### src/rtl/arb_pkg.sv
// rtl/arb_pkg.sv - shared mode encodings and index-width helper for the priority arbiter
package arb_pkg;

    typedef enum logic {
        MODE_FIXED = 1'b0,
        MODE_RR    = 1'b1
    } arb_mode_e;

    // Width needed to hold a one-based index 0..n, where 0 means "no request".
    function automatic int idx_width(input int n);
        return $clog2(n + 1);
    endfunction

endpackage

### src/rtl/pe_core.sv
// rtl/pe_core.sv - combinational priority encoder, highest set index wins
module pe_core
    import arb_pkg::*;
#(
    parameter  int N = 8,
    localparam int W = idx_width(N)
) (
    input  logic [N-1:0] in,
    output logic [W-1:0] idx,
    output logic [N-1:0] onehot
);

    // Ascending scan: the last set bit seen is the highest, so it overrides earlier hits.
    always_comb begin
        idx    = '0;
        onehot = '0;
        for (int i = 0; i < N; i++) begin
            if (in[i]) begin
                idx       = W'(i + 1);
                onehot    = '0;
                onehot[i] = 1'b1;
            end
        end
    end

endmodule

### src/rtl/param_priority_arbiter.sv
// rtl/param_priority_arbiter.sv - fixed/round-robin arbiter with a single registered, backpressured result
module param_priority_arbiter
    import arb_pkg::*;
#(
    parameter  int N = 8,
    localparam int W = $clog2(N + 1)
) (
    input  logic         clk,
    input  logic         rst_n,
    input  logic [N-1:0] req,
    input  logic         req_valid,
    output logic         req_ready,
    input  logic         mode,
    output logic [W-1:0] grant_idx,
    output logic [N-1:0] grant_onehot,
    output logic         out_valid,
    input  logic         out_ready
);

    localparam int PW = (N > 1) ? $clog2(N) : 1;

    logic [PW-1:0] ptr;
    logic [N-1:0]  masked_req;
    logic [W-1:0]  u_idx;
    logic [N-1:0]  u_onehot;
    logic [W-1:0]  m_idx;
    logic [N-1:0]  m_onehot;
    logic [W-1:0]  win_idx;
    logic [N-1:0]  win_onehot;
    logic [PW-1:0] next_ptr;
    logic          accept;
    logic          rr_sel;

    assign req_ready = !out_valid || out_ready;
    assign accept    = req_valid && req_ready;

    // Keep only requesters at or below the pointer; they are first in the descending wrap order.
    always_comb begin
        masked_req = '0;
        for (int i = 0; i < N; i++) begin
            masked_req[i] = req[i] && (PW'(i) <= ptr);
        end
    end

    pe_core #(.N(N)) u_pe_all (
        .in     (req),
        .idx    (u_idx),
        .onehot (u_onehot)
    );

    pe_core #(.N(N)) u_pe_masked (
        .in     (masked_req),
        .idx    (m_idx),
        .onehot (m_onehot)
    );

    assign rr_sel     = (mode == MODE_RR) && (m_idx != '0);
    assign win_idx    = rr_sel ? m_idx : u_idx;
    assign win_onehot = rr_sel ? m_onehot : u_onehot;

    // Next pointer sits just below the zero-based winner (win_idx - 2), wrapping to N-1 after index 0.
    assign next_ptr = (win_idx == W'(1)) ? PW'(N - 1) : PW'(win_idx - W'(2));

    always_ff @(posedge clk or negedge rst_n) begin
        if (!rst_n) begin
            out_valid    <= 1'b0;
            grant_idx    <= '0;
            grant_onehot <= '0;
            ptr          <= PW'(N - 1);
        end else if (accept) begin
            out_valid    <= 1'b1;
            grant_idx    <= win_idx;
            grant_onehot <= win_onehot;
            if ((mode == MODE_RR) && (req != '0)) begin
                ptr <= next_ptr;
            end
        end else if (out_ready) begin
            out_valid <= 1'b0;
        end
    end

endmodule

### config.mk
export PLATFORM = sky130hd
export DESIGN_NAME = param_priority_arbiter
export DESIGN_NICKNAME = d
export VERILOG_FILES = /design/src/rtl/arb_pkg.sv /design/src/rtl/pe_core.sv /design/src/rtl/param_priority_arbiter.sv
export SDC_FILE = /design/constraint.sdc
export NUM_CORES = 1
export LEC_CHECK = 0
export BUFFER_PORTS_ARGS = -buffer_cell sky130_fd_sc_hd__buf_2
export CAP_MARGIN = 20
export CELL_PAD_IN_SITES_DETAIL_PLACEMENT = 1
export CELL_PAD_IN_SITES_GLOBAL_PLACEMENT = 1
export CORE_MARGIN = 4
export CORE_UTILIZATION = 42
export CTS_CLUSTER_SIZE = 12
export DETAILED_ROUTE_END_ITERATION = 7
export PLACE_DENSITY = 0.88
export SYNTH_ARGS = -nofsm -noshare
export SYNTH_HDL_FRONTEND = slang
export SYNTH_SLANG_ARGS = --single-unit
### constraint.sdc
create_clock -name clk -period 3.61 [get_ports clk]
set_input_delay 0.722 -clock clk [delete_from_list [all_inputs] [get_ports clk]]
set_output_delay 0.722 -clock clk [all_outputs]
set_load 0.02 [all_outputs]
# Yosys cells after proc, flatten, opt, wreduce, memory -nomap -nowiden
# Cells that the tools add are included.
[word_totals]
regBits = 16
in_bits = 13
wordCells = 68
[classes]
add_sub_neg = 1
magnitude_cmp = 8
eq_ne = 1
mux = 37
n_reduce_logical = 17
[ops]
columns = ["cell", "n"]
rows = [
  ["$mux 3", 11],
  ["$mux 8", 3],
  ["$mux 4", 5],
  ["$mux 7", 2],
  ["$le 3x3->1 const A", 4],
  ["$mux 2", 6],
  ["$mux 6", 2],
  ["$logic_and 1x1->1", 11],
  ["$mux 5", 2],
  ["$reduce_bool 8->1", 1],
  ["$le 1x3->1 const A", 2],
  ["$le 2x3->1 const A", 2],
  ["$mux 1", 6],
  ["$eq 4x1->1 const B", 1],
  ["$reduce_bool 4->1", 1],
  ["$sub 3x2->3 const B", 1],
  ["$reduce_and 2->1", 1],
  ["$reduce_bool 2->1", 1],
  ["$logic_not 1->1", 1],
  ["$logic_or 1x1->1", 1],
]

# Longest topological paths before layout
[logic_depth]
depth_word = 15
mapped_depth = 8

# Modules after synthesis
# Synthesis repeated with hierarchy kept, for this count alone.
[hier_totals]
cells_unflattened = 123
area_unflattened_um2 = 1171.1
[modules_own_cells]
columns = ["module", "instances", "cells_per_inst", "area_per_inst_um2"]
rows = [
  ["param_priority_arbiter", 1, 81, 870.8],
  ["pe_core", 2, 21, 150.1],
]

# Worst setup path before layout
# Ideal clock, no wire load.
[synth_timing]
path_type = "input port to flip-flop"
startpoint = "in req[6]"
endpoint = "reg grant_onehot[2]"
setup_time_ns = 0.126
arrival_ns = 1.957
slack_ns = 1.527
stages = 8
path_buffers = 2
path_cell_list = "clkbuf_1 and2_4 o211ai_2 a22oi_2 o21ai_4 buf_6 nor3_1 a221o_1"
[synth_via]
elab_chain_cells = 6
word_cells_on_any_way = 10
cone_classes = "mux (7); reduce/logical (3)"
[synth_lines]
columns = ["element", "line", "rtl"]
rows = [
  ["start, declared", "param_priority_arbiter.sv:10", "input logic [N-1:0] req,"],
  ["$logic_and 1x1->1", "param_priority_arbiter.sv:41", "masked_req[i] = req[i] && (PW'(i) <= ptr);"],
  ["$mux 3", "pe_core.sv:18", "if (in[i]) begin"],
  ["$mux 4", "pe_core.sv:18", ""],
  ["$reduce_bool 4->1", "param_priority_arbiter.sv:57", "assign rr_sel = (mode == MODE_RR) && (m_idx != '0);"],
  ["$logic_and 1x1->1", "param_priority_arbiter.sv:57", ""],
  ["$mux 8 *", "param_priority_arbiter.sv:59", "assign win_onehot = rr_sel ? m_onehot : u_onehot;"],
  ["end signal, assigned", "param_priority_arbiter.sv:73", "grant_onehot <= win_onehot;"],
  ["end, declared", "param_priority_arbiter.sv:15", "output logic [N-1:0] grant_onehot,"],
]
# Every way passes the cells marked *; elsewhere a longest branch is shown, timed or not.
# A chain may end at the register's enable or synchronous reset.

# Final worst setup path
[layout_timing]
startpoint = "reg ptr[0]"
endpoint = "reg ptr[2]"
[layout_via]
elab_chain_cells = 15
word_cells_on_any_way = 30
cone_classes = "add/sub (1); order compare (8); eq/ne (1); mux (10); reduce/logical (10)"
[layout_lines]
columns = ["element", "line", "rtl"]
rows = [
  ["start, declared", "param_priority_arbiter.sv:22", "logic [PW-1:0] ptr;"],
  ["start signal, assigned", "param_priority_arbiter.sv:69", "ptr <= PW'(N - 1);"],
  ["start signal, assigned", "param_priority_arbiter.sv:75", "ptr <= next_ptr;"],
  ["$le 1x3->1", "param_priority_arbiter.sv:41", ""],
  ["$logic_and 1x1->1", "param_priority_arbiter.sv:41", ""],
  ["$mux 1", "pe_core.sv:18", ""],
  ["$mux 2 (2 in series)", "pe_core.sv:18", ""],
  ["$mux 3 (4 in series)", "pe_core.sv:18", ""],
  ["$mux 4 *", "pe_core.sv:18", ""],
  ["$reduce_bool 4->1", "param_priority_arbiter.sv:57", ""],
  ["$logic_and 1x1->1", "param_priority_arbiter.sv:57", ""],
  ["$mux 4 *", "param_priority_arbiter.sv:58", "assign win_idx = rr_sel ? m_idx : u_idx;"],
  ["$sub 3x2->3 / $eq 4x1->1 (equally long branches)", "param_priority_arbiter.sv:62", "assign next_ptr = (win_idx == W'(1)) ? PW'(N - 1) : PW'(win_idx - W'(2));"],
  ["$mux 3 *", "param_priority_arbiter.sv:62", ""],
]
# Marks and branches as above.

==> results.tsv <==
metric	value	unit
status	finished clean	
core_region_area	0.00250	mm²
die_y	59.6	µm
worst_slack	1.45	ns
synthFlopType	dfrtp_1	
ios	27	
place_hpwl	2.45	mm
ir_drop	0.448	mV
syn_nets	141	
layout_commonest_cell	buf_2	
initial_core_util	44.6	%
drc	0	
synth.top_cell.area_share	26.9	%
maxSlewHeadroom	66.2	%
clock_sinks	15	
syn-cell-area	0.00112	mm²
ys_async_sr_fraction	100	%
drv_slew	0	
antenna_found_initial	0	
p_leak	0.547	nW
critPathKind	flop to flop	
grt_overflow_total	0	
skew	0.00551	ns
std_cell_rows	18	
cts_tree	done	
critPathCapture	ptr[2]	
cts_buffers	3	
finalHoldViolCount	0	
die_area	0.00355	mm²
stdcell_area	0.00124	mm²
track_usage	20.9	%
cts_max_level	1	
portBuffers	26	
holdCritPathClass	primary input to async pin	
rr_startpoint	ptr[0]	
drt_iter0_drc	33	
gp_congestion	0.902	
r2r_slack	1.45	ns
cts-resized-gates	0	
rsz0062_at_grt	false	
period_share	60.0	%
drv_cap	0	
postCtsSetupRepairBufs	0	
worst_setup_path_end_kind	flop	
ant_nets	0	
post_dp_cell_area	0.00121	mm²
crit_path_max_fanout	14	
cp.arrival	2.39	ns
grt_max_degree	16	
yosys.cell_types.count	42	
synth_edf_count	0	
synth_area_leaders	dfrtp_1 27%, dfstp_2 7.1%, nand2_1 6.4%	
syn_inst	128	
clock_latency	0.29	ns
synth_seq_area_share	34.0	%
totalWireLength	3.19	mm
finalSetupTns	0	ns
wl_per_cell	17.9	µm
required	3.83	ns
setup.worst_path.start	ptr[0]	
die_w	59.6	µm
mostFrequentLayoutCells	26 x buf_2, 19 x nand2_1, 12 x dfrtp_1	
cts_max_path_buffers	2	
start_kind	flop	
grt_pass1_wl	5.58	mm
final_nets	162	
antenna_cells	0	
max_slew.worst_pin.slew	0.506	ns
max_freq	462	MHz
hold_buffers	0	
via_per_inst	6.07	
ys_ff_latch	15	
vias	1081	
syn_area_per_cell	8.72	µm²
yosys_warnings	0	
rr_endpoint	ptr[2]	
p_per_area	660	mW/mm²
r2r_cells	7	
path_clk_slew	0.10	ns
syn_to_final_growth	11.1	%
first_global_vias	1129	
dr.pass1.iters	4	
cts-root-buf	clkbuf_4	
post_route_cells_drive_above_1_share	31.1	%
place_ws	1.24	ns
synth_top_cell_by_area	dfrtp_1	
period_minus_slack	2.16	ns
finalSetupViolations	0	
## cell families (layout without fill, tap and decap cells)
| kind of cell | count (synthesis) | in the layout | share of synthesized area [%] |
|---|---|---|---|
| AO/OA/AOI/OAI | 43 | 43 | 29.5 |
| XOR/XNOR | 1 | 1 | 0.785 |
| buffers and inverters | 16 | 36 | 8.30 |
| flip-flops | 15 | 15 | 34.0 |
| multiplexers | 3 | 3 | 3.03 |
| AND/OR/NAND/NOR | 50 | 50 | 24.4 |
## metrics by stage
step	instances	utilization, %	total power [W]	hold slack, ns
6_report	178	49.6	0.000819	0.323
2_1_floorplan	128	-	0.000630	0.426
3_3_place_gp	174	48.5	0.000707	0.447
4_1_cts	178	49.6	0.000824	0.340
5_1_grt	178	49.6	0.000881	0.348
3_5_place_dp	174	48.5	0.000720	0.460
## layout make-up
| type | instances | area [µm²] |
|---|---|---|
| inverters | 6 | 22.5 |
| multi-input cells | 97 | 644 |
| fillers | 329 | 1260 |
| repair buffers | 26 | 130 |
| clock buffers | 4 | 26.3 |
| flip-flops and latches | 15 | 379 |
| well taps | 30 | 37.5 |
## cells in the mapped netlist (3+ instances only)
| master | count |
|---|---|
| a21oi_1 | 9 |
| a31oi_1 | 3 |
| clkbuf_1 | 3 |
| inv_1 | 6 |
| nor2_1 | 9 |
| nand2b_1 | 4 |
| nor3_1 | 5 |
| mux2_2 | 3 |
| buf_6 | 3 |
| o21ai_1 | 6 |
| o21ai_0 | 5 |
| dfrtp_1 | 12 |
| dfstp_2 | 3 |
| a221o_1 | 3 |
| nand2_1 | 19 |
## worst min path at each step
| stage | startpoint | end | depth (start not counted) |
|---|---|---|---|
| floorplan | rst_n | grant_idx[0] | 0 |
| global placement | grant_onehot[0] | grant_onehot[0] | 2 |
| detailed placement | grant_onehot[0] | grant_onehot[0] | 2 |
| CTS | rst_n | grant_onehot[5] | 1 |
| global route | rst_n | out_valid | 1 |
| finish | rst_n | grant_onehot[5] | 1 |
## registers in the layout (all words and copies together) (netlist names)
signal / cells
out_valid: 1
ptr: 3
grant_idx: 4
grant_onehot: 7
## power breakdown
part	internal, W	total [W]	switching (W)
Sequential	0.000229	0.000316	0.0000863
Combinational	0.000160	0.000400	0.000240
Clock	0.0000430	0.000103	0.0000599
Total	0.000432	0.000819	0.000387
## worst max-delay path, stage by stage, from the launching register on
cell and delay (ns):
dfstp_2 0.72, o21ai_4 0.14, a41oi_2 0.33, nand3b_4 0.23, o21ai_4 0.14, a32oi_2 0.27
xnor2_1 0.11, o21ai_1 0.14
## per-layer routing
| metal | global-route usage [%] | share of wire [%] |
|---|---|---|
| met5 | 0 | 0 |
| met4 | 8.23 | 2.5 |
| met3 | 2.83 | 4.1 |
| met2 | 35.4 | 50 |
| met1 | 26.8 | 43 |
(Power assumes the default switching activity.)
